==> src/rtl/serial_adder.sv <==
// Bit-serial adder: one full adder and a carry flop add two WIDTH-bit operands
// LSB first, one bit per clock, behind a start/busy/done handshake.

module full_adder (
    input  logic x,
    input  logic y,
    input  logic carry_in,
    output logic sum,
    output logic carry_out
);
    assign sum       = x ^ y ^ carry_in;
    assign carry_out = (x & y) | (x & carry_in) | (y & carry_in);
endmodule

module serial_adder #(
    parameter int WIDTH = 8
) (
    input  logic             clk_i,
    input  logic             rst_n_i,
    input  logic             start_i,
    input  logic [WIDTH-1:0] a_i,
    input  logic [WIDTH-1:0] b_i,
    input  logic             cin_i,
    output logic             busy_o,
    output logic             done_o,
    output logic [WIDTH-1:0] sum_o,
    output logic             cout_o,
    output logic [1:0]       state_o
);
    // Handshake: start_i is taken only in IDLE or DONE (the accepting edge latches
    // a_i/b_i/cin_i); busy_o is high through RUN; done_o pulses for one cycle in DONE,
    // when sum_o/cout_o already hold the new result. start_i during RUN is dropped.

    localparam int CW_RAW = $clog2(WIDTH + 1);
    localparam int CW     = (CW_RAW < 1) ? 1 : CW_RAW;
    localparam logic [CW-1:0] LAST_BIT = CW'(WIDTH - 1);

    typedef enum logic [1:0] {
        ST_IDLE = 2'd0,
        ST_RUN  = 2'd1,
        ST_DONE = 2'd2
    } state_e;

    state_e            state_q, state_d;
    logic [WIDTH-1:0]  a_sh_q, a_sh_d;
    logic [WIDTH-1:0]  b_sh_q, b_sh_d;
    logic [WIDTH-1:0]  s_sh_q, s_sh_d;
    logic              c_q, c_d;
    logic [CW-1:0]     cnt_q, cnt_d;
    logic [WIDTH-1:0]  sum_q, sum_d;
    logic              cout_q, cout_d;

    logic              fa_s;
    logic              fa_c;
    logic [WIDTH-1:0]  s_next;

    full_adder u_fa (
        .x         (a_sh_q[0]),
        .y         (b_sh_q[0]),
        .carry_in  (c_q),
        .sum       (fa_s),
        .carry_out (fa_c)
    );

    // The new sum bit enters at the MSB so that after WIDTH shifts bit 0 is in place.
    if (WIDTH == 1) begin : g_s_one
        assign s_next = fa_s;
    end else begin : g_s_wide
        assign s_next = {fa_s, s_sh_q[WIDTH-1:1]};
    end

    always_comb begin
        state_d = state_q;
        a_sh_d  = a_sh_q;
        b_sh_d  = b_sh_q;
        s_sh_d  = s_sh_q;
        c_d     = c_q;
        cnt_d   = cnt_q;
        sum_d   = sum_q;
        cout_d  = cout_q;
        case (state_q)
            ST_IDLE, ST_DONE: begin
                if (start_i) begin
                    a_sh_d  = a_i;
                    b_sh_d  = b_i;
                    c_d     = cin_i;
                    cnt_d   = '0;
                    state_d = ST_RUN;
                end else begin
                    state_d = ST_IDLE;
                end
            end
            ST_RUN: begin
                a_sh_d = a_sh_q >> 1;
                b_sh_d = b_sh_q >> 1;
                s_sh_d = s_next;
                c_d    = fa_c;
                cnt_d  = cnt_q + CW'(1);
                if (cnt_q == LAST_BIT) begin
                    sum_d   = s_next;
                    cout_d  = fa_c;
                    state_d = ST_DONE;
                end
            end
            default: state_d = ST_IDLE;
        endcase
    end

    always_ff @(posedge clk_i) begin
        if (!rst_n_i) begin
            state_q <= ST_IDLE;
            a_sh_q  <= '0;
            b_sh_q  <= '0;
            s_sh_q  <= '0;
            c_q     <= 1'b0;
            cnt_q   <= '0;
            sum_q   <= '0;
            cout_q  <= 1'b0;
        end else begin
            state_q <= state_d;
            a_sh_q  <= a_sh_d;
            b_sh_q  <= b_sh_d;
            s_sh_q  <= s_sh_d;
            c_q     <= c_d;
            cnt_q   <= cnt_d;
            sum_q   <= sum_d;
            cout_q  <= cout_d;
        end
    end

    assign busy_o  = (state_q == ST_RUN);
    assign done_o  = (state_q == ST_DONE);
    assign sum_o   = sum_q;
    assign cout_o  = cout_q;
    assign state_o = state_q;
endmodule

==> config.mk <==
export PLATFORM = sky130hd
export DESIGN_NAME = serial_adder
export DESIGN_NICKNAME = d
export VERILOG_FILES = /design/src/rtl/serial_adder.sv
export SDC_FILE = /design/constraint.sdc
export NUM_CORES = 1
export LEC_CHECK = 0
export ABC_AREA = 1
export BUFFER_PORTS_ARGS = -buffer_cell sky130_fd_sc_hd__buf_4
export CAP_MARGIN = 20
export CELL_PAD_IN_SITES_DETAIL_PLACEMENT = 1
export CELL_PAD_IN_SITES_GLOBAL_PLACEMENT = 1
export CORE_MARGIN = 3
export CORE_UTILIZATION = 35
export CTS_CLUSTER_DIAMETER = 120
export DETAILED_ROUTE_END_ITERATION = 12
export PLACE_DENSITY = 0.86
export SLEW_MARGIN = 20
export SYNTH_ARGS = -nofsm -noshare
export SYNTH_HDL_FRONTEND = slang
export SYNTH_SLANG_ARGS = --single-unit
==> constraint.sdc <==
create_clock -name clk_i -period 0.99 [get_ports clk_i]
set_input_delay 0.099 -clock clk_i [delete_from_list [all_inputs] [get_ports clk_i]]
set_output_delay 0.099 -clock clk_i [all_outputs]
set_load 0.01 [all_outputs]
After elaboration in Yosys (flattened, before gate mapping) --
Index checks and enable logic that the tools add are counted.
Storage, ports and cells: bits in registers 40, bits of input ports 20, output and inout port bits 13
Cells by class: add/subtract/negate cells 1, equal/unequal tests 5, multiplexer cells 11, bitwise operators 7, reduce and logical (&&, ||, !) cells 5
Operator list (number):
- $pmux 8 s2 | 2
- $mux 8 | 2
- $pmux 4 s2 | 1
- $add 4x1->4 const B | 1
- $eq 4x3->1 const B | 1
- $mux 4 | 1
- $pmux 2 s2 | 1
- $reduce_and 2->1 | 2
- $and 1x1->1 | 3
- $eq 2x1->1 const B | 1
- $eq 2x2->1 const B | 1
- $logic_not 2->1 | 1
- $mux 1 | 2
- $mux 2 | 1
- $ne 2x1->1 const B | 1
- $ne 2x2->1 const B | 1
- $or 1x1->1 | 2
- $pmux 1 s2 | 1
- $reduce_bool 2->1 | 1
- $reduce_or 2->1 | 1
- $xor 1x1->1 | 2

Longest topological paths before layout --
Gate-level depths: netlist (run 1).
depth after elaboration 4, mapped depth 7, mapped depth without buffers 6

Cells and area by module --
A second synthesis (run 1) with hierarchy kept.
Unflattened totals: cell total of the unflattened synthesis 241, area, all modules 1767.9 µm²
Modules (own cells, without submodules):
- serial_adder | instances 1, cells each 240, area an instance 1747.9 µm²
- full_adder | instances 1, cells each 1, area an instance 20.0 µm²

Worst setup path after synthesis (run 1) --
OpenSTA, ideal clock, no wires.
kind register -> register, start reg c_q, end reg s_sh_q[7], setup time 0.116 ns, data arrival time 0.984 ns, required time 0.874 ns, slack -0.109 ns, stages on the path, launching flop included 4, path buffers 0, path through dfxtp_1 > fa_1 > o21ai_0 > nor2_1
On the way: cells in the longest elaborated chain, start to end 1
Ends and longest elaborated chain:
- start: declaration | RTL line 48 | logic c_q, c_d;
- start signal: assignment | RTL line 115 | c_q <= 1'b0;
- start signal: assignment | RTL line 124 | c_q <= c_d;
- $xor 1x1->1 | RTL line 11 | assign sum = x ^ y ^ carry_in;
- via fa_s | RTL line 53 | logic fa_s;
- end signal: assignment | RTL line 123 | s_sh_q <= s_sh_d;
- end: declaration | RTL line 47 | logic [WIDTH-1:0] s_sh_q, s_sh_d;
The timed path passes the listed nets, and every way through them passes these cells. A chain may end at the register's enable or synchronous reset.

Worst setup path after layout (run 1) --
start reg state_q[0] (netlist: state_o[0]), end out state_o[0]
RTL lines:
- start: declaration | RTL line 44 | state_e state_q, state_d;
- start signal: assignment | RTL line 120 | state_q <= state_d;
- end: declaration | RTL line 28 | output logic [1:0] state_o
No word-level cell between the ends.

==> metrics, run 1 <==
outcome finished, violations left; violated checks negative setup slack; Mapped Nets 263; Yosys warnings 0; Gate power share 22.9%; Clk pwr share 33.8%; Critical R2R Capture b_sh_q[0]; Final Wtd Congestion 0.759; setup slack, reg-to-reg -0.18 ns; CP cell instances buf_4 > buf_6 > buf_4; Avg Vias per Cell 5.40; Total Wirelength 7310 um; Finished Layout Cells 368; dpl hpwl 3330 um; worst-margin pin slew 0.352 ns; RSZ-0062 raised after global routing yes; Top cell by count, worst path buf_4; final hold violation count 0; Internal 2.82 mW; number of max-cap violations 0; pwr/cell area 1320 nW/um^2; largest net degree at the start of global routing 21; Die Y 77.1 um; CP Class flip-flop to output pin; DRC viols 0; Crit. End Element output pin; Post-Syn Area 1770 um^2; TritonCTS clock tree done; Crit path buffers/inverters 3; CP startpoint kind flip-flop; hold path depth 3; clk_lat worst skew 0.31 ns; post-synth cell types 18; core area 4820 um^2; CP max-delay cell dfxtp_4; FP Rows 25; Max-slew headroom 76.5%; nets 322; Seq cells post-synth 39; metal2 WL 4090 um; Reg-to-Reg Start state_o[0]; Longest Clk Path Bufs 2; post-route setup slack -0.194 ns; cts-stage hold buffer count 0; Max VDD drop 0.000763 V; worst hold slack 0.0549 ns; Tmin final 1.18 ns; total global routing overflow 0; Starting Density 36.7%; Pwr Total 4.02 mW; initial antenna violation count 0; Mapped Cells 241; Register-to-Register Path Depth 7; Clock Sinks 39; Num CTS Buffers 5; htree depth 2; final setup fails 43; clock slew at reported path FFs 0.08 ns; Worst Path Max Fanout 4; register area share after synthesis 44.2%; drt first pass iters 4; average wire per standard cell 19.9 um; CP delay by family, top buffers and inverters; CP Data Arrival Time 1.09 ns; total track usage 21.3%; sw frac 29.8%; Worst path max stage delay 0.39 ns; min-delay worst type input port to flip-flop; Pleak 1.28 nW; layout cells sized above 1 58.8%; Inserted Diodes 0; Area Growth Syn to Fin 72.8%; CTS root buffer clkbuf_8; Tcrit/Tclk final 120%; final slew viol count 0; vias in the first global route 2071; # IOs 33; Seq pwr share 43.3%; first-pass GRT wire length 9880 um; Die ar. 5940 um^2; Antenna Nets Post-Route 0; met3 wire length 285 um; Worst Hold Endpoint b_sh_q[7]; pre-CTS WS -0.180 ns; Mapped Avg Cell Area 7.34 um^2; Clock Skews 0.00745 ns; final core utilization 63.4%; f_max 845 MHz; met1 WL 2750 um; top routing layer in use met4; hold_sp b_i[7]; Port Buffers 32; drt first-iter violations 77; vias after detailed routing 1988; die width 77.1 um; Worst EP required 0.89 ns; Psw 1.20 mW; Inst Count DP 342
-- metal layers --
| layer | vias up | global-route usage (%) |
|---|---|---|
| li1 | 915 | - |
| met1 | 1004 | 21.6 |
| met2 | 52 | 41.5 |
| met3 | 17 | 4.69 |
| met4 | 0 | 8.90 |
| met5 | - | 0 |
-- registers in the layout, summed over array words and instances, names as in the netlist --
| signal | count |
|---|---|
| b_sh_q | 8 |
| state_o | 2 |
| c_q | 1 |
| a_sh_q | 8 |
| cout_o | 1 |
| cnt_q | 4 |
| s_sh_q | 7 |
| sum_o | 8 |
-- through the flow --
step / setup TNS [ns] / cell area (um^2)
after global routing: -6.57 / 3060
final: -4.79 / 3060
after CTS: -3.78 / 2690
after detailed placement: -2.45 / 2230
after floorplan: -0.779 / 1850
after global placement: -1.29 / 2230
-- worst max path at each step --
stage / depth (start not counted) / slack, ns / to / start
after floorplan: 3 / -0.07 / s_sh_q[7] / a_sh_q[0]
after global placement: 6 / -0.11 / sum_o[7] / cnt_q[1]
after detailed placement: 6 / -0.18 / sum_o[7] / cnt_q[1]
after CTS: 3 / -0.17 / done_o / state_o[0]
after global routing: 7 / -0.24 / b_sh_q[0] / state_o[0]
final: 3 / -0.19 / state_o[0] / state_o[0]
-- logic make-up after synthesis --
family	synth area share [%]
AOI/OAI and AO/OA	8.78
adders and majority gates	1.84
buffers and inverters	11.0
DFF	44.2
and+or+nand+nor	34.3
-- cell usage after synthesis --
library cell	number	area share (%)
ha_1	1	0.71
nor2_1	23	4.9
inv_4	1	0.35
nand2_1	33	7.0
nor2_8	1	1.1
buf_2	6	1.7
o21ai_0	9	2.5
a21oi_1	22	6.2
clkbuf_1	4	0.85
buf_6	3	1.9
dfxtp_1	39	44
nand2_2	3	1.1
buf_4	4	1.7
nor2_4	1	0.64
inv_1	20	4.2
nand3_1	69	20
fa_1	1	1.1
inv_2	1	0.21
-- cell usage in the layout (no fill, tap or decap) --
| master | count |
|---|---|
| buf_4 | 44 |
| nand3_2 | 39 |
| dfxtp_1 | 33 |
| nand3_1 | 26 |
| nand2_1 | 23 |
| nor2_1 | 18 |
| inv_1 | 17 |
| a21oi_2 | 17 |
| buf_6 | 10 |
| nand2_2 | 9 |
| buf_12 | 6 |
| nor2_4 | 5 |
| a21oi_1 | 5 |
| clkbuf_8 | 5 |
| nand3_4 | 4 |
| nand2_4 | 4 |
| o21ai_2 | 4 |
| dfxtp_2 | 4 |
| nand2_8 | 3 |
| inv_2 | 3 |
| o21ai_4 | 3 |
| buf_8 | 3 |
| nor2_2 | 2 |
| dfxtp_4 | 2 |
| inv_8 | 1 |
| inv_6 | 1 |
| nor2_8 | 1 |
| o21ai_0 | 1 |
| o21ai_1 | 1 |
| fa_2 | 1 |
| ha_4 | 1 |
| bufinv_16 | 1 |
| clkinv_4 | 1 |
| clkinv_2 | 1 |
| clkbuf_16 | 1 |
| buf_16 | 1 |
-- layout make-up --
class                           count  area, um^2
Multi-Input combinational cell    167        1310
Fill cell                         565        1760
Inverter                           22        95.1
Timing Repair Buffer               65         661
Sequential cell                    39         793
Clock buffer                        5        68.8
Tap cell                           67        83.8
Clock inverter                      3        43.8
-- power groups by stage --
stage | clock, mW | combinational [mW] | sequential [mW]
6_report | 1.36 | 0.921 | 1.74
5_1_grt | 1.45 | 0.981 | 1.75
4_1_cts | 1.38 | 0.701 | 1.71
3_5_place_dp | 0 | 0.523 | 1.75
3_3_place_gp | 0 | 0.500 | 1.74
2_1_floorplan | 0 | 0.345 | 1.73
-- tightest hold or removal path, stage by stage --
cell and delay, ns:
buf_4 0.11, nand2_2 0.06, a21oi_2 0.04
-- what timing repair did --
action                                 CTS  global route
cloned                                   5             2
setup buffers                            7             5
resized for setup                       51            71
setup endpoints to repair               41            43
endpoints found under the hold margin    0             0
pin swaps                               17            37
No activity file was read; power rests on OpenSTA's default activity.
==> inputs of run 2 (changes only) <==
CORE_MARGIN = 5   (was 3)
PLACE_DENSITY = 0.83   (was 0.86)
clock period = 1.45 ns   (was 0.99 ns; I/O delays follow)
==> metrics, run 2 (synthesis results as in run 1) <==
Final Wtd Congestion 0.775; largest net degree at the start of global routing 24; GR Util met3 3.33%; most frequent cells in the layout 69 x nand3_1, 38 x dfxtp_1, 38 x buf_4; final setup fails 0; hold path depth 3; Final TNS setup 0 ns; final hold violation count 0; Gate power share 13.0%; Starting Density 36.7%; Pleak 0.994 nW; post-route setup slack 0.0742 ns; CP Data Arrival Time 1.23 ns; hold_sp b_i[7]; first-pass GRT wire length 7680 um; fillcell total 625; FP Rows 25; Crit path buffers/inverters 2; CP cell instances inv_4 > nor2_4 > buf_4; final slew viol count 0; CP delay by family, top flip-flops; Port Buffers 32; sw frac 26.2%; Critical R2R Capture sum_o[5]; commonest non-fill, non-tap cell in the layout nand3_1; Psw 630 uW; min-delay worst type input port to flip-flop; Crit. End Element output pin; TritonCTS clock tree done; DRC viols 0; average wire per standard cell 13.2 um; Max-slew headroom 74.2%; Clock Skews 0.00722 ns; total track usage 14.9%; Top Usage Layer GRT met2; Pwr Total 2.40 mW; Worst EP required 1.31 ns; final core utilization 45.4%; M1 GR Usage 18.2%; setup slack, reg-to-reg 0.15 ns; Tcrit/Tclk final 94.9%; Area Growth Syn to Fin 23.8%; Die ar. 6570 um^2; htree depth 2; Seq pwr share 48.5%; f_max 727 MHz; drt first pass iters 4; Clk pwr share 38.6%; number of max-cap violations 0; Antenna Nets Post-Route 0; total global routing overflow 0; nets 294; Worst Path Max Fanout 17; Num CTS Buffers 5; worst-margin pin slew 0.385 ns; Clock Sinks 39; Reg-to-Reg Start cnt_q[0]; Longest Clk Path Bufs 2; Total Wirelength 4490 um; met2 Track Usage GR 25.1%; core area 4820 um^2; worst hold slack 0.105 ns; Worst path depth 3; Internal 1.77 mW; CP max-delay cell dfxtp_1; clk_lat worst skew 0.30 ns; outcome complete, no violations; Worst Hold Endpoint b_sh_q[7]; vias after detailed routing 1646; layout cells sized above 1 20.9%; die width 81.1 um; Tmin final 1.38 ns; CTS root buffer clkbuf_8; pwr/cell area 1100 nW/um^2; drt first-iter violations 104; pre-CTS WS 0.171 ns; initial antenna violation count 0; CP startpoint kind flip-flop; Die Y 81.1 um; vias in the first global route 1706; CP Launch Point state_o[0]; CP Class flip-flop to output pin; clock slew at reported path FFs 0.08 ns; Worst path max stage delay 0.43 ns; Max VDD drop 0.000476 V; Inserted Diodes 0; Register-to-Register Path Depth 6; dpl hpwl 3070 um; # IOs 33; Avg Vias per Cell 4.84
run 2: how the worst max path moves through the flow:
stage,endpoint,slack (ns)
finish,busy_o,0.07
global route,busy_o,-0.007
global placement,cout_o,0.19
CTS,done_o,0.01
floorplan,s_sh_q[7],0.35
detailed placement,sum_o[4],0.17
run 2: layout make-up:
type / instances / area [um^2] / area share (%)
clock buffers: 5 / 68.8 / 3.14
clock inverters: 3 / 43.8 / 2.00
inverters: 22 / 85.1 / 3.89
multi-input cells: 164 / 800 / 36.5
flip-flops and latches: 39 / 782 / 35.7
well taps: 67 / 83.8 / 3.83
repair buffers: 40 / 325 / 14.9
run 2: worst register-to-register path, cell delays in order (launching register included):
cell and delay, ns:
dfxtp_1 0.40, ha_1 0.21, nand2_1 0.09, nor2_2 0.18, nand2_1 0.17, nand3_1 0.10, nand2_1 0.05
run 2: power by group through the flow:
stage | Clock (mW) | Combinational [mW] | Sequential [mW]
global placement | 0 | 0.294 | 1.19
finish | 0.927 | 0.312 | 1.16
detailed placement | 0 | 0.303 | 1.19
floorplan | 0 | 0.218 | 1.18
global route | 0.981 | 0.354 | 1.17
CTS | 0.944 | 0.306 | 1.17
run 2: per-stage QoR:
step | area [um^2] | cells
2_1_floorplan | 1770 | 241
3_3_place_gp | 2050 | 330
3_5_place_dp | 2050 | 330
4_1_cts | 2160 | 338
5_1_grt | 2190 | 340
6_report | 2190 | 340
run 2: what timing repair did:
item                       CTS  global route
hold endpoints to repair     0             0
resized for setup            0             2
hold buffers                 0             0
setup endpoints to repair    0             4
buffers inserted             0             1
run 2: routing by layer:
layer,vias to the layer above,part of all wire [%],routed length (um)
li1,851,-,-
met1,757,46,2060
met2,30,48,2160
met3,8,4.4,197
met4,0,1.4,63
met5,-,0,0
==> inputs of run 3 (changes only) <==
clock period = 1.4 ns   (was 1.45 ns; I/O delays follow)
==> metrics, run 3 (synthesis results as in run 1) <==
CP Data Arrival Time 1.19 ns; Final TNS setup 0 ns; Area Growth Syn to Fin 23.8%; dpl hpwl 3120 um; number of max-cap violations 0; cts-stage hold buffer count 0; setup slack, reg-to-reg 0.08 ns; htree depth 2; final core utilization 45.5%; Longest Clk Path Bufs 2; CTS root buffer clkbuf_8; f_max 751 MHz; FP Rows 25; fillcell total 640; Max VDD drop 0.000517 V; Max-slew headroom 71.8%; drt first-iter violations 67; pwr/cell area 1150 nW/um^2; layout cells sized above 1 21.2%; Worst Path Max Fanout 17; RSZ-0062 raised after global routing no; Design Area, Final 2190 um^2; average wire per standard cell 13.2 um; final hold violation count 0; worst-margin pin slew 0.422 ns; TritonCTS clock tree done; clock slew at reported path FFs 0.07 ns; Total Wirelength 4510 um; largest net degree at the start of global routing 24; post-route setup slack 0.0685 ns; vias after detailed routing 1639; Antenna Nets Post-Route 0; pre-CTS WS 0.0989 ns; final slew viol count 0; final setup fails 0; core area 4820 um^2; Pwr Total 2.51 mW; Final Wtd Congestion 0.790; nets 295; area of the multi-input gates 793 um^2; Die Y 81.1 um; CP startpoint kind flip-flop; clk_lat worst skew 0.29 ns; Die ar. 6570 um^2; Tcrit/Tclk final 95.1%; total track usage 15.1%; DP Area 2060 um^2; drt first pass iters 4; Avg Vias per Cell 4.81; Num CTS Buffers 5; Inserted Diodes 0; initial antenna violation count 0; outcome complete, no violations; first-pass GRT wire length 7710 um; Tmin final 1.33 ns; vias in the first global route 1691; die width 81.1 um; register area 782 um^2; Pleak 1.00 nW; Starting Density 36.7%; Crit. End Element output pin; Worst EP required 1.26 ns; Clock Skews 0.00536 ns; Clock Sinks 39; min-delay worst type input port to flip-flop; commonest non-fill, non-tap cell in the layout nand3_1; DRC viols 0; CP Class flip-flop to output pin; # IOs 33; total global routing overflow 0; most frequent cells in the layout 69 x nand3_1, 41 x buf_4, 38 x dfxtp_1; Port Buffers 32
## run 3: area by class of cell
type / count / share of cell area [%]
inverter: 22 / 3.89
sequential: 39 / 35.7
clock buffer: 6 / 3.77
clock inverter: 2 / 1.60
multi-input combinational: 163 / 36.2
tap: 67 / 3.83
timing repair buffer: 42 / 15.0
## run 3: power breakdown
group | total [mW] | internal, mW | leakage [nW] | switching (mW)
Combinational | 0.326 | 0.139 | 0.623 | 0.187
Sequential | 1.21 | 1.17 | 0.319 | 0.0405
Clock | 0.979 | 0.577 | 0.0612 | 0.403
## run 3: stage by stage
stage,hold WS (ns),instances
global placement,0.411,331
finish,0.106,341
detailed placement,0.419,331
CTS,0.0987,341
global route,0.109,341
floorplan,0.287,241
## run 3: final timing paths
path                                  end  cells past startpoint  startpoint
worst max-delay path               busy_o                      3  state_o[0]
worst min-delay path            b_sh_q[7]                      3      b_i[7]
worst max register to register  a_sh_q[3]                      4  state_o[0]
worst min register to register  s_sh_q[1]                      2   s_sh_q[1]
## run 3: critical path, cell delays in order (launching register included)
cell	delay, ns
dfxtp_1	0.44
inv_4	0.13
nor2_4	0.18
buf_4	0.15
## run 3: timing repair
action,in CTS,in global routing
buffers inserted,2,0
resized for setup,0,1
pin swaps,1,0
setup endpoints to repair,1,1
## run 3: routing by layer
metal  track usage (%)  vias to the layer above  routed length (um)
met4              5.07                        0                  50
met5                 0                        -                   0
met1              18.6                      748                2180
li1                  -                      854                   -
met2              25.5                       33                2070
met3              4.21                        4                 207
